==> src/rtl/shift_sequencer_pkg.sv <==
`default_nettype none
// ============================================================================
//  Module      : shift_sequencer_pkg
//  Description : Shared definitions for the shift sequencer: opcode values,
//                shifter direction codes and FSM state encoding.
//  Revision    : 1.0  initial release
// ============================================================================
package shift_sequencer_pkg;

    // Opcodes; 3'b101..3'b111 are pass-through.
    localparam logic [2:0] OP_LSL = 3'b000;
    localparam logic [2:0] OP_LSR = 3'b001;
    localparam logic [2:0] OP_ROL = 3'b010;
    localparam logic [2:0] OP_ROR = 3'b011;
    localparam logic [2:0] OP_ASR = 3'b100;

    // Shifter direction control.
    localparam logic CTRL_LSL = 1'b0;
    localparam logic CTRL_LSR = 1'b1;

    typedef enum logic [1:0] {
        ST_IDLE  = 2'd0,
        ST_PASS1 = 2'd1,
        ST_PASS2 = 2'd2,
        ST_DONE  = 2'd3
    } state_t;

    // Rotates and arithmetic shift need a second shifter pass.
    function automatic logic is_two_pass(input logic [2:0] op);
        return (op == OP_ROL) || (op == OP_ROR) || (op == OP_ASR);
    endfunction

endpackage : shift_sequencer_pkg
`default_nettype wire

==> src/rtl/shift_sequencer_shifter.sv <==
`default_nettype none
// ============================================================================
//  Module      : shift_sequencer_shifter
//  Description : n-bit LSL/LSR barrel shifter shared by both requesters.
//  Ports       : a    - data in (2**MAX_S_BITS bits)
//                b    - shift amount (MAX_S_BITS bits)
//                ctrl - 0 = logical shift left, 1 = logical shift right
//                y    - shifted data out (combinational)
//  Revision    : 1.0  initial release
// ============================================================================
module shift_sequencer_shifter #(
    parameter int MAX_S_BITS = 3
) (
    input  logic [(2**MAX_S_BITS)-1:0] a,
    input  logic [MAX_S_BITS-1:0]      b,
    input  logic                       ctrl,
    output logic [(2**MAX_S_BITS)-1:0] y
);

    always_comb begin
        if (ctrl) begin
            y = a >> b;
        end else begin
            y = a << b;
        end
    end

endmodule : shift_sequencer_shifter
`default_nettype wire

==> src/rtl/shift_sequencer.sv <==
`default_nettype none
// ============================================================================
//  Module      : shift_sequencer
//  Description : Two-port round-robin front end sharing one LSL/LSR shifter.
//                Sequences one or two shifter passes per op to provide
//                LSL, LSR, ROL, ROR, ASR and pass-through.
//  Ports       : clk, reset          - clock, synchronous active-high reset
//                req0/op0/a0/b0      - port 0 request, opcode, data, amount
//                req1/op1/a1/b1      - port 1 request, opcode, data, amount
//                ack0, ack1          - one-cycle result-valid pulses
//                result              - registered result
//                busy                - high whenever the FSM is not idle
//  Revision    : 1.0  initial release
// ============================================================================
module shift_sequencer
    import shift_sequencer_pkg::*;
#(
    parameter int MAX_S_BITS = 3
) (
    input  logic                       clk,
    input  logic                       reset,
    input  logic                       req0,
    input  logic [2:0]                 op0,
    input  logic [(2**MAX_S_BITS)-1:0] a0,
    input  logic [MAX_S_BITS-1:0]      b0,
    input  logic                       req1,
    input  logic [2:0]                 op1,
    input  logic [(2**MAX_S_BITS)-1:0] a1,
    input  logic [MAX_S_BITS-1:0]      b1,
    output logic                       ack0,
    output logic                       ack1,
    output logic [(2**MAX_S_BITS)-1:0] result,
    output logic                       busy
);

    localparam int W = 2**MAX_S_BITS;
    localparam logic [MAX_S_BITS-1:0] c_one = {{(MAX_S_BITS-1){1'b0}}, 1'b1};

    state_t                r_state;
    logic [2:0]            r_op;
    logic [W-1:0]          r_a;
    logic [MAX_S_BITS-1:0] r_b;
    logic [W-1:0]          r_tmp;
    logic                  r_gnt;
    logic                  r_last_grant;

    logic [W-1:0]          w_sh_a;
    logic [MAX_S_BITS-1:0] w_sh_b;
    logic                  w_sh_ctrl;
    logic [W-1:0]          w_sh_y;
    logic [MAX_S_BITS-1:0] w_nb;
    logic [W-1:0]          w_asr_fill;
    logic [W-1:0]          w_pass2_result;
    logic                  w_gnt;

    // Complementary amount for the second half of a rotate: (-b) mod W.
    assign w_nb = ~r_b + c_one;

    // Contended: alternate away from the last winner. Otherwise whoever asks.
    assign w_gnt = (req0 && req1) ? ~r_last_grant : req1;

    // Shifter operand selection per pass.
    always_comb begin
        w_sh_a    = r_a;
        w_sh_b    = r_b;
        w_sh_ctrl = CTRL_LSL;
        case (r_state)
            ST_PASS1: begin
                case (r_op)
                    OP_LSL, OP_ROL:         w_sh_ctrl = CTRL_LSL;
                    OP_LSR, OP_ROR, OP_ASR: w_sh_ctrl = CTRL_LSR;
                    default:                w_sh_b    = '0;
                endcase
            end
            ST_PASS2: begin
                case (r_op)
                    OP_ROL: begin
                        w_sh_b    = w_nb;
                        w_sh_ctrl = CTRL_LSR;
                    end
                    OP_ROR: begin
                        w_sh_b    = w_nb;
                        w_sh_ctrl = CTRL_LSL;
                    end
                    OP_ASR: begin
                        // All-ones shifted right marks the bits that survived;
                        // its complement is where the sign must be filled.
                        w_sh_a    = '1;
                        w_sh_ctrl = CTRL_LSR;
                    end
                    default: begin
                        w_sh_b    = '0;
                    end
                endcase
            end
            default: begin
                w_sh_b = '0;
            end
        endcase
    end

    // With b = 0 a rotate's second pass also returns r_a, so the OR is r_a.
    assign w_asr_fill     = r_a[W-1] ? ~w_sh_y : '0;
    assign w_pass2_result = (r_op == OP_ASR) ? (r_tmp | w_asr_fill)
                                             : (r_tmp | w_sh_y);

    shift_sequencer_shifter #(
        .MAX_S_BITS (MAX_S_BITS)
    ) u_n_bit_shifter (
        .a    (w_sh_a),
        .b    (w_sh_b),
        .ctrl (w_sh_ctrl),
        .y    (w_sh_y)
    );

    always_ff @(posedge clk) begin
        if (reset) begin
            r_state      <= ST_IDLE;
            r_op         <= '0;
            r_a          <= '0;
            r_b          <= '0;
            r_tmp        <= '0;
            r_gnt        <= 1'b0;
            r_last_grant <= 1'b1;
            ack0         <= 1'b0;
            ack1         <= 1'b0;
            result       <= '0;
            busy         <= 1'b0;
        end else begin
            case (r_state)
                ST_IDLE: begin
                    ack0 <= 1'b0;
                    ack1 <= 1'b0;
                    if (req0 || req1) begin
                        r_gnt        <= w_gnt;
                        r_last_grant <= w_gnt;
                        r_op         <= w_gnt ? op1 : op0;
                        r_a          <= w_gnt ? a1  : a0;
                        r_b          <= w_gnt ? b1  : b0;
                        busy         <= 1'b1;
                        r_state      <= ST_PASS1;
                    end
                end
                ST_PASS1: begin
                    r_tmp <= w_sh_y;
                    if (is_two_pass(r_op)) begin
                        r_state <= ST_PASS2;
                    end else begin
                        result  <= w_sh_y;
                        ack0    <= ~r_gnt;
                        ack1    <= r_gnt;
                        r_state <= ST_DONE;
                    end
                end
                ST_PASS2: begin
                    result  <= w_pass2_result;
                    ack0    <= ~r_gnt;
                    ack1    <= r_gnt;
                    r_state <= ST_DONE;
                end
                ST_DONE: begin
                    ack0    <= 1'b0;
                    ack1    <= 1'b0;
                    busy    <= 1'b0;
                    r_state <= ST_IDLE;
                end
                default: begin
                    r_state <= ST_IDLE;
                end
            endcase
        end
    end

endmodule : shift_sequencer
`default_nettype wire

==> config.mk <==
export PLATFORM = sky130hd
export DESIGN_NAME = shift_sequencer
export DESIGN_NICKNAME = d
export VERILOG_FILES = /design/src/rtl/shift_sequencer_pkg.sv /design/src/rtl/shift_sequencer_shifter.sv /design/src/rtl/shift_sequencer.sv
export SDC_FILE = /design/constraint.sdc
export NUM_CORES = 1
export LEC_CHECK = 0
export ABC_AREA = 1
export CAP_MARGIN = 5
export CORE_MARGIN = 5
export CORE_UTILIZATION = 50
export DETAILED_ROUTE_END_ITERATION = 7
export PLACE_DENSITY_LB_ADDON = 0.12
export SETUP_SLACK_MARGIN = 0.5
export SKIP_CTS_REPAIR_TIMING = 1
export SYNTH_ARGS = -nofsm -noshare
export SYNTH_HDL_FRONTEND = slang
export SYNTH_HIERARCHICAL = 1
export SYNTH_SLANG_ARGS = --single-unit
==> constraint.sdc <==
create_clock -name clk -period 3.24 [get_ports clk]
set_input_delay 0.486 -clock clk [delete_from_list [all_inputs] [get_ports clk]]
set_output_delay 0.486 -clock clk [all_outputs]
set_load 0.005 [all_outputs]
### Yosys cells after proc, flatten, opt, wreduce, memory -nomap -nowiden

Index checks and enable logic that the tools add are counted.

* register bits after elaboration: 37
* bits in latches: 0
* RAM bits: 0
* bits in read-only memories: 0
* bits of input ports: 32
* output and inout bits: 11
* word-level logic and storage cells: 71
* memories kept: 0

* add/sub/neg operators: 1
* multiply operators: 0
* divide/modulo/power cells: 0
* magnitude comparators: 0
* equal/unequal tests: 9
* shift-type cells: 2
* muxes and demuxes: 26
* bitwise operators: 6
* reductions and logical operators: 16

Operator list (number)
* 8-bit two-way mux: 7
* 8-bit bitwise OR: 2
* 8-bit case mux with 2 select lines: 1
* 3-bit case mux with 2 select lines: 2
* 3-bit two-way mux: 3
* 8-bit inverter: 1
* 2-bit case mux with 4 select lines: 1
* 8-bit by 3-bit << shifter with 8-bit output: 1
* 8-bit by 3-bit right shift with 8-bit output: 1
* 1-bit two-way mux: 7
* 3-bit by 2-bit equality test with 1-bit output, second input constant: 2
* 1-bit case mux with 3 select lines: 2
* 2-bit AND reduction: 3
* 2-bit OR reduction: 3
* 5-bit OR reduction: 1
* 2-bit equality test, second input constant: 2
* 2-bit != test, second input constant: 2
* 1-bit case mux with 2 select lines: 2
* 2-bit nonzero test: 2
* 3-bit by 1-bit adder with 3-bit output, second input constant: 1
* 3-bit by 1-bit equality test with 1-bit output, second input constant: 1
* 3-bit equality test, second input constant: 1
* 3-bit zero test: 1
* 1-bit logical OR: 3
* 7 further kinds: 8

### Depth between registers and ports, before layout

Gate-level depths: netlist (run 1).

* depth after elaboration: 11
* gate-level depth with buffers: 18
* gate-level depth less buffers: 16

### Hierarchy

Netlist (run 1), hierarchy kept.

By module, submodules not included
* shift_sequencer: instances 1, cells each 300, area an instance 2034.5 um^2, sequential area each 740.7 um^2
* shift_sequencer_shifter: instances 1, cells each 88, area an instance 436.7 um^2, sequential area each 0.0 um^2

### Worst setup path before layout (run 1)

No wires, ideal clock.

* kind: register to register
* from: register r_state[1]
* to: register result[4]
* library setup time: 0.064 ns
* data arrival time: 2.246 ns
* setup slack: 0.930 ns
* cell stages (with the launch flop): 17
* buffers on the path: 2
* period minus slack after synthesis: 2.310 ns
* path through: dfxtp_1 -> inv_1 -> ha_1 -> inv_1 -> buf_2 -> o21ai_4 -> nand2_1 -> a21oi_1 -> buf_4 -> nand3_1 -> nand3_1 -> nand3_1 -> nor2_1 -> nand3_1 -> a21oi_1 -> nor2_1 -> nor2_1

* word-level cells in the longest chain between the ends: 9
* elaborated cells on any way between the ends: 18
* classes of those cells: eq/ne: 3; shift: 2; mux: 8; bitwise: 3; reduce/logical: 2

Ends and longest elaborated chain
* start: declaration: RTL line shift_sequencer.sv:39 `state_t r_state;`
* start signal: assignment: RTL line shift_sequencer.sv:118 `r_state <= ST_IDLE;`
* start signal: assignment: RTL line shift_sequencer.sv:141 `r_state <= ST_PASS1;`
* start signal: assignment: RTL line shift_sequencer.sv:147 `r_state <= ST_PASS2;`
* 2-bit equality test / 2-bit by 1-bit equality test with 1-bit output (equally long branches): RTL line shift_sequencer.sv:67 `case (r_state)`
* 3-bit case mux with 2 select lines (*): RTL line shift_sequencer.sv:67
* net w_sh_b[1]: RTL line shift_sequencer.sv:48 `logic [MAX_S_BITS-1:0] w_sh_b;`
* 8-bit by 3-bit << shifter with 8-bit output / 8-bit by 3-bit right shift with 8-bit output (equally long branches): RTL line shift_sequencer_shifter.sv:24, shift_sequencer_shifter.sv:22
* 8-bit two-way mux (*): RTL line shift_sequencer_shifter.sv:21 `if (ctrl) begin`
* net w_sh_y[4]: RTL line shift_sequencer.sv:50 `logic [W-1:0] w_sh_y;`
* 8-bit inverter: RTL line shift_sequencer.sv:103 `assign w_asr_fill = r_a[W-1] ? ~w_sh_y : '0;`
* 8-bit two-way mux: RTL line shift_sequencer.sv:103
* 8-bit bitwise OR: RTL line shift_sequencer.sv:104 `assign w_pass2_result = (r_op == OP_ASR) ? (r_tmp | w_asr_fill)`
* 8-bit two-way mux: RTL line shift_sequencer.sv:104
* 8-bit case mux with 2 select lines (*): RTL line shift_sequencer.sv:130 `case (r_state)`
* end signal: assignment: RTL line shift_sequencer.sv:149 `result <= w_sh_y;`
* end signal: assignment: RTL line shift_sequencer.sv:156 `result <= w_pass2_result;`
* end: declaration: RTL line shift_sequencer.sv:32 `output logic [(2**MAX_S_BITS)-1:0] result,`

Mark *: on every way through the listed nets, which the timed path passes. The rest lies on a longest branch. The select of a mux whose other input is x is not followed.
A chain may end at the register's enable or synchronous reset.

### Worst setup path in the final report (run 1)

* from: register r_state[1]
* to: register result[7]

Same word-level chain as after synthesis.

==> metrics.md, run 1 <==
| Metric | Value |
|---|---|
| Status | `finished clean` |
| EDFF count, synth | `0` |
| RSZ-0062 raised after global routing | `false` |
| Die Y | `80.3 microns` |
| Worst Tran Pin Value | `between 900 and 1000 ps` |
| Multi-input gate area | `about 1500 sq um` |
| #FFs+latches synth | `37` |
| Most used cell along the critical path | `nor2_1` |
| Routed vias | `about 2600` |
| Synth Net Count | `between 400 and 500` |
| Clock skew | `approximately 9.1 ps` |
| Residual DRC | `0` |
| DIE WIDTH | `~80 microns` |
| Clock sink total | `37` |
| Total CTS buffers | `5` |
| Setup Total Neg Slack | `0 ps` |
| DR WL/cell | `12.5 microns` |
| CP Launch Type | `register` |
| Share of the synthesized area in the top cell type | `between 20% and 30%` |
| Die area | `about 6400 sq um` |
| Post-synth top cells | `nand2_1, nand3_1, nor2_1` |
| Kind of cell adding the most delay to the critical path | `simple AND/OR/NAND/NOR gates` |
| GR Overflow Total | `0` |
| Root buf cell | `clkbuf_8` |
| # IOs | `43` |
| First-pass GRT wire length | `about 10 mm` |
| Synthesized instance count | `388` |
| CP Buf/Inv Count | `4` |
| Worst path max stage delay | `roughly 370 ps` |
| Post-DP HPWL | `roughly 4.4 mm` |
| Starting DRC count in detailed routing | `about 260` |
| Final critical-path required period | `between 2000 and 2500 ps` |
| CP Data Required Time | `3480 ps` |
| Biggest area consumer among synthesized cells | `dfxtp_1` |
| Tot GR Track Use | `19.7%` |
| Fraction of final layout cells sized beyond drive strength 1 | `roughly 12%` |
| Worst VDD drop | `roughly 0.47 mV` |
| CTS H-tree depth | `2` |
| Worst Hold Class | `reg2reg` |
| Main synth FF type | `dfxtp_1` |
| Mean Syn Cell Area | `between 6 and 7 sq um` |
| Area Growth Syn to Fin | `24.5%` |
| Register Area | `between 700 and 800 sq um` |
| Area contributors post-synth | `dfxtp_1, nand3_1, nand2_1` |
| Remaining antenna violation count | `0` |
| Synth warn | `6` |
| Asr flop ratio synth | `0%` |
| Vias in the first global route | `approximately 2400` |
| Pin count of the biggest net entering global routing | `35` |
| Starting Density | `between 50% and 60%` |
| Clk slew on worst S/H paths | `~90 ps` |
| Slew HR | `about 40%` |
| Fin util | `64.7%` |
| Port Buffers | `42` |
| Final GP Congestion | `about 0.95` |
| Via density | `approximately 5.3` |
| Core ar. | `between 4000 and 5000 sq um` |
| Top-count cell post-synth | `nand2_1` |
| Power Dens Cells | `873 nW/um^2` |
| Achievable Freq | `405 MHz` |
| Max_cap viols | `0` |
| Cell leakage power | `1.33 nW` |
| Post-synth design cell area | `between 2000 and 2500 sq um` |
| Register area share after synthesis | `roughly 30%` |
| Crit path DAT | `between 2000 and 3000 ps` |
| Pins Over Slew Limit | `0` |
| Diodes inserted | `0` |
| Cell variety after synth | `27` |
| Critical path's slowest cell | `dfxtp_1` |
| Clock latency on the worst-skew pair | `between 200 and 300 ps` |
| TritonCTS clock tree | `built` |
| Routed WL | `about 6.2 mm` |
| CTS Buffer Depth | `2` |
| Initial antenna violation count | `0` |
| Setup Viol. Count Final | `0` |
| WS Path Type | `reg2reg` |
| Filler Cell Count | `454` |
| Setup crit end kind | `register` |
| Cell row count | `25` |
| Final Cycle Share | `about three quarters` |
| Layout Nets | `roughly 470` |
| Final hold vios | `0` |
| Maximum fanout along the worst path | `9` |
| Detailed Routing Iterations Pass 1 | `7` |
| Worst path cell trace | `inv_2, ha_4, clkinvlp_4, o21ai_4, nor2_1, nor2_1, buf_4, inv_2, nand2_1, nand3_1, nand3_1, nand3_1, nor2_1, nand3_1, a21oi_1, nor2_1, nor2_1` |
[cell usage in the layout (no fill, tap or decap), types with 7 or more instances in the layout]
cell type,n
nand2_1,62
nand3_1,61
nor2_1,50
clkdlybuf4s50_1,42
o21ai_0,41
a21oi_1,38
dfxtp_1,36
inv_1,32
or2_2,8
nand3b_1,8
buf_4,8
inv_2,7
clkbuf_8,7
[where the power goes]
part | switching (mW) | leakage [nW] | internal [mW]
Combinational | 0.937 | 0.965 | 0.624
Clock | 0.178 | 0.0549 | 0.197
Sequential | 0.104 | 0.306 | 0.646
Total | 1.22 | 1.33 | 1.47
[worst register-to-register path, stage by stage, from the launching register on]
cell	delay, ps
dfxtp_1	370
inv_2	130
ha_4	200
clkinvlp_4	170
o21ai_4	190
nor2_1	60
nor2_1	90
buf_4	170
inv_2	90
nand2_1	140
nand3_1	110
nand3_1	100
nand3_1	130
nor2_1	130
nand3_1	80
a21oi_1	130
nor2_1	70
nor2_1	70
[layer usage]
layer	up-vias	track usage, %	wire length [microns]	part of all wire [%]
met4	0	7.94	145	2.3
met1	1151	24.9	2780	45
met3	16	4.04	389	6.3
met5	-	0	0	0
li1	1359	-	-	-
met2	103	32.5	2870	46
[cells by family after synthesis]
| kind of cell | share of synthesized area, % |
|---|---|
| flops | 30.0 |
| compound gates | 17.4 |
| buf+inv | 11.0 |
| simple gates | 38.6 |
| fa+ha+maj | 3.04 |
[cell type report]
class	count	share of cell area, %
Clock inverter	1	0.285
Inverter	43	5.45
Sequential cell	37	24.1
Timing Repair inverter	1	0.163
Multi-Input combinational cell	291	48.5
Clock buffer	7	3.13
Timing Repair Buffer	50	15.6
Tap cell	67	2.73
[metrics by stage]
stage / hold WS (ps) / instance area [sq um] / instances / setup WS [ps] / power, mW
CTS: 461 / 3010 / 493 / 440 / 2.61
detailed placement: 449 / 2900 / 485 / 467 / 2.23
floorplan: 429 / 2470 / 388 / 930 / 1.83
finish: 463 / 3080 / 497 / 769 / 2.69
global route: 479 / 3080 / 497 / 491 / 2.94
global placement: 445 / 2900 / 485 / 554 / 2.20
[worst paths after layout]
kind / startpoint / end / slack [ps] / depth (start not counted)
setup / recovery: r_state[1]$_SDFFE_PP0P_ / result[7]$_SDFFE_PP0P_ / 770 / 17
hold / removal: r_tmp[6]$_SDFFE_PP0N_ / r_tmp[6]$_SDFFE_PP0N_ / 460 / 2
setup reg to reg: r_state[1]$_SDFFE_PP0P_ / result[7]$_SDFFE_PP0P_ / 770 / 17
hold reg to reg: r_tmp[6]$_SDFFE_PP0N_ / r_tmp[6]$_SDFFE_PP0N_ / 460 / 2
[sequential cells by signal (all words and copies together) (netlist names)]
name / cells
r_tmp: 8
r_op: 3
ack0: 1
r_gnt: 1
r_a: 8
r_state: 2
result: 8
r_b: 3
r_last_grant: 1
ack1: 1
busy: 1
(Power assumes the default switching activity.)
==> inputs of run 2 (changes only) <==
--- a/config.mk
+++ b/config.mk
@@ -8,7 +8,7 @@
 export ABC_AREA = 1
 export CAP_MARGIN = 5
 export CORE_MARGIN = 5
-export CORE_UTILIZATION = 50
+export CORE_UTILIZATION = 48
 export DETAILED_ROUTE_END_ITERATION = 7
 export PLACE_DENSITY_LB_ADDON = 0.12
 export SETUP_SLACK_MARGIN = 0.5
==> constraint.sdc (replaced) <==
create_clock -name clk -period 2.2 [get_ports clk]
set_input_delay 0.33 -clock clk [delete_from_list [all_inputs] [get_ports clk]]
set_output_delay 0.33 -clock clk [all_outputs]
set_load 0.005 [all_outputs]
==> run 2 against run 1 <==
Net effect:
- utilization up 5.6 points
- critical path depth did not move
- clock skew fell by 2.9 ps
- combinational power up 81%
- fmax is 13% higher
- via count rose by 5.6%
- clock-buffer cell count fell by 1
- highest routed layer unchanged
- critical endpoint unchanged
- worst setup slack got worse by 750 ps
- sequential cell count stayed put
- critical path type unchanged
- power grew 71%
- non-clock buffer count rose by 10
==> metrics.md, run 2 (synthesis results as in run 1) <==
| Metric | Value |
|---|---|
| Die area | `6680 sq um (was 6450 sq um)` |
| TritonCTS clock tree | `built (unchanged)` |
| Most common cell after layout, fill and taps aside | `nand2_1 (unchanged)` |
| Die Y | `81.8 microns (was 80.3 microns)` |
| # IOs | `43 (unchanged)` |
| Area Growth Syn to Fin | `43.3% (was 24.5%)` |
| Hold slack final | `471 ps (was 463 ps)` |
| Routed WL | `7.08 mm (was 6.19 mm)` |
| Remaining antenna violation count | `0 (unchanged)` |
| Port Buffers | `42 (unchanged)` |
| Clock skew | `6.21 ps (was 9.08 ps)` |
| Core ar. | `5040 sq um (was 4750 sq um)` |
| Maximum fanout along the worst path | `8 (was 9)` |
| Cell row count | `26 (was 25)` |
| Crit path DAT | `2380 ps (was 2710 ps)` |
| Worst path max stage delay | `400 ps (was 370 ps)` |
| Power Dens Cells | `1300 nW/um^2 (was 873 nW/um^2)` |
| Status | `finished clean (unchanged)` |
| Starting DRC count in detailed routing | `254 (was 259)` |
| Starting Density | `49.0% (was 52.0%)` |
| Fraction of final layout cells sized beyond drive strength 1 | `28.2% (was 12.1%)` |
| Fin util | `70.2% (was 64.7%)` |
| Internal | `2.48 mW (was 1.47 mW)` |
| Switching Share | `46.1% (was 45.4%)` |
| Worst path cell trace | `inv_6, ha_4, nand3_4, o21ai_4, nor2_2, nor2_4, buf_6, inv_6, nand2_2, nor2_1, nand2_1, nand3_4, nor2_2, nand3_1, a21oi_1, nor2_1, nor2_1 (was inv_2, ha_4, clkinvlp_4, o21ai_4, nor2_1, nor2_1, buf_4, inv_2, nand2_1, nand3_1, nand3_1, nand3_1, nor2_1, nand3_1, a21oi_1, nor2_1, nor2_1)` |
| Post-DP HPWL | `4.89 mm (was 4.40 mm)` |
| Worst VDD drop | `0.730 mV (was 0.467 mV)` |
| Final hold vios | `0 (unchanged)` |
| Hold path startpoint | `r_tmp[7]$_SDFFE_PP0N_ (was r_tmp[6]$_SDFFE_PP0N_)` |
| Pins Over Slew Limit | `0 (unchanged)` |
| Setup crit end kind | `register (unchanged)` |
| Combinational Power Share | `61.4% (was 58.1%)` |
| CTS H-tree depth | `2 (unchanged)` |
| Diodes inserted | `0 (unchanged)` |
| WS Path Type | `reg2reg (unchanged)` |
| Pin count of the biggest net entering global routing | `30 (was 35)` |
| Cell leakage power | `1.49 nW (was 1.33 nW)` |
| RSZ-0062 raised after global routing | `true (was false)` |
| DIE WIDTH | `81.8 microns (was 80.3 microns)` |
| Most used cell along the critical path | `nor2_1 (unchanged)` |
| First-pass GRT wire length | `11.1 mm (was 10.3 mm)` |
| CP Launch Type | `register (unchanged)` |
| Layout Nets | `476 (was 467)` |
| Flop pwr share | `24.8% (was 27.9%)` |
| Detailed Routing Iterations Pass 1 | `5 (was 7)` |
| Final critical-path required period | `2180 ps (was 2470 ps)` |
| Worst Hold Class | `reg2reg (unchanged)` |
| Final Cycle Share | `99.0% (was 76.3%)` |
| Critical path's slowest cell | `dfxtp_4 (was dfxtp_1)` |
| Clock share of power | `13.8% (was 13.9%)` |
| Biggest regs | `r_a: 8 flops, r_tmp: 8 flops, result: 8 flops (unchanged)` |
| Initial antenna violation count | `0 (unchanged)` |
| GR Overflow Total | `0 (unchanged)` |
| Clock sink total | `37 (unchanged)` |
| Residual DRC | `0 (unchanged)` |
| Setup crit start | `r_state[0]$_SDFFE_PP0P_ (was r_state[1]$_SDFFE_PP0P_)` |
| Via density | `5.45 (was 5.29)` |
| Final GP Congestion | `0.853 (was 0.951)` |
| CP Data Required Time | `2400 ps (was 3480 ps)` |
| Total CTS buffers | `5 (unchanged)` |
| Vias in the first global route | `2497 (was 2396)` |
| Slew HR | `74.3% (was 39.5%)` |
| Setup Viol. Count Final | `0 (unchanged)` |
| Commonest non-fill, non-tap cells in the layout | `nand2_1, nor2_1, clkdlybuf4s50_1 (was nand2_1, nand3_1, nor2_1)` |
| Worst Tran Pin Value | `385 ps (was 906 ps)` |
| Routed vias | `2775 (was 2629)` |
| Clock latency on the worst-skew pair | `290 ps (about the same)` |
| Achievable Freq | `459 MHz (was 405 MHz)` |
| Filler Cell Count | `417 (was 454)` |
| Root buf cell | `clkbuf_8 (unchanged)` |
| Overall Power | `4.60 mW (was 2.69 mW)` |
| Tot GR Track Use | `21.0% (was 19.7%)` |
| Clk slew on worst S/H paths | `80 ps (was 90 ps)` |
| CTS Buffer Depth | `2 (unchanged)` |
| DR WL/cell | `13.9 microns (was 12.5 microns)` |
| Switching power | `2.12 mW (was 1.22 mW)` |
| Max_cap viols | `0 (unchanged)` |
| Critical R2R Launch | `r_state[0]$_SDFFE_PP0P_ (was r_state[1]$_SDFFE_PP0P_)` |
-- run 2: cell types whose count changed in the layout (fill, tap and decap cells not counted), moves of 5 or more --
cell	change
nand3_1	-31
nand3_2	+28
nand2_1	-13
nand2_2	+10
a21oi_1	-7
buf_4	+6
nor2_1	-5
-- run 2: metrics by stage --
stage	area (sq um)	setup TNS (ps)	instances	worst slack, ps
2_1_floorplan	2610	0	388	205
3_3_place_gp	3090	0	495	57.5
3_5_place_dp	3090	-264	495	-62.2
4_1_cts	3210	-247	503	-58.8
5_1_grt	3540	-757	509	-132
6_report	3540	0	509	22.6
-- run 2: metal layers --
layer,vias up,routed length (microns),global-route usage [%]
met1,1252,2950,26.4
met5,-,0,0
met2,130,3490,36.2
met3,21,457,3.84
met4,0,170,6.98
li1,1372,-,-
-- run 2: area by class of cell --
| type | count | area (sq um) | share of cell area, % |
|---|---|---|---|
| Multi-Input combinational cell | 291 | 1820 | 51.4 |
| Sequential cell | 37 | 749 | 21.2 |
| Timing Repair Buffer | 60 | 582 | 16.4 |
| Inverter | 43 | 181 | 5.12 |
| Tap cell | 70 | 87.6 | 2.47 |
| Clock buffer | 6 | 82.6 | 2.33 |
| Clock inverter | 2 | 37.5 | 1.06 |
-- run 2: power groups by stage --
stage / registers (mW) / clock network (mW) / logic, mW
after floorplan: 1.10 / 0 / 1.78
after global placement: 1.12 / 0 / 2.37
after detailed placement: 1.13 / 0 / 2.41
after CTS: 1.11 / 0.640 / 2.42
after global routing: 1.18 / 0.669 / 3.13
final: 1.14 / 0.637 / 2.82
-- run 2: path summary, 6_finish.rpt --
| kind | end | slack, ps | cells after the start |
|---|---|---|---|
| setup / recovery | result[7]$_SDFFE_PP0P_ | 20 | 17 |
| hold / removal | r_tmp[7]$_SDFFE_PP0N_ | 470 | 2 |
| setup reg to reg | result[7]$_SDFFE_PP0P_ | 20 | 17 |
| hold reg to reg | r_tmp[7]$_SDFFE_PP0N_ | 470 | 2 |
-- run 2: worst max-delay path, delay by kind of cell, from the launching register on --
| family | cells | cell delay (ps) |
|---|---|---|
| buf+inv | 3 | 290 |
| simple gates | 11 | 1050 |
| compound gates | 2 | 150 |
| flops | 1 | 400 |
| fa+ha+maj | 1 | 180 |
==> inputs of run 3 (changes only) <==
--- a/config.mk
+++ b/config.mk
@@ -6,7 +6,6 @@
 export NUM_CORES = 1
 export LEC_CHECK = 0
 export ABC_AREA = 1
-export CAP_MARGIN = 5
 export CORE_MARGIN = 5
 export CORE_UTILIZATION = 48
 export DETAILED_ROUTE_END_ITERATION = 7
==> results of run 3 <==
No change in the layout: final DEF, timing and power equal those of run 2.
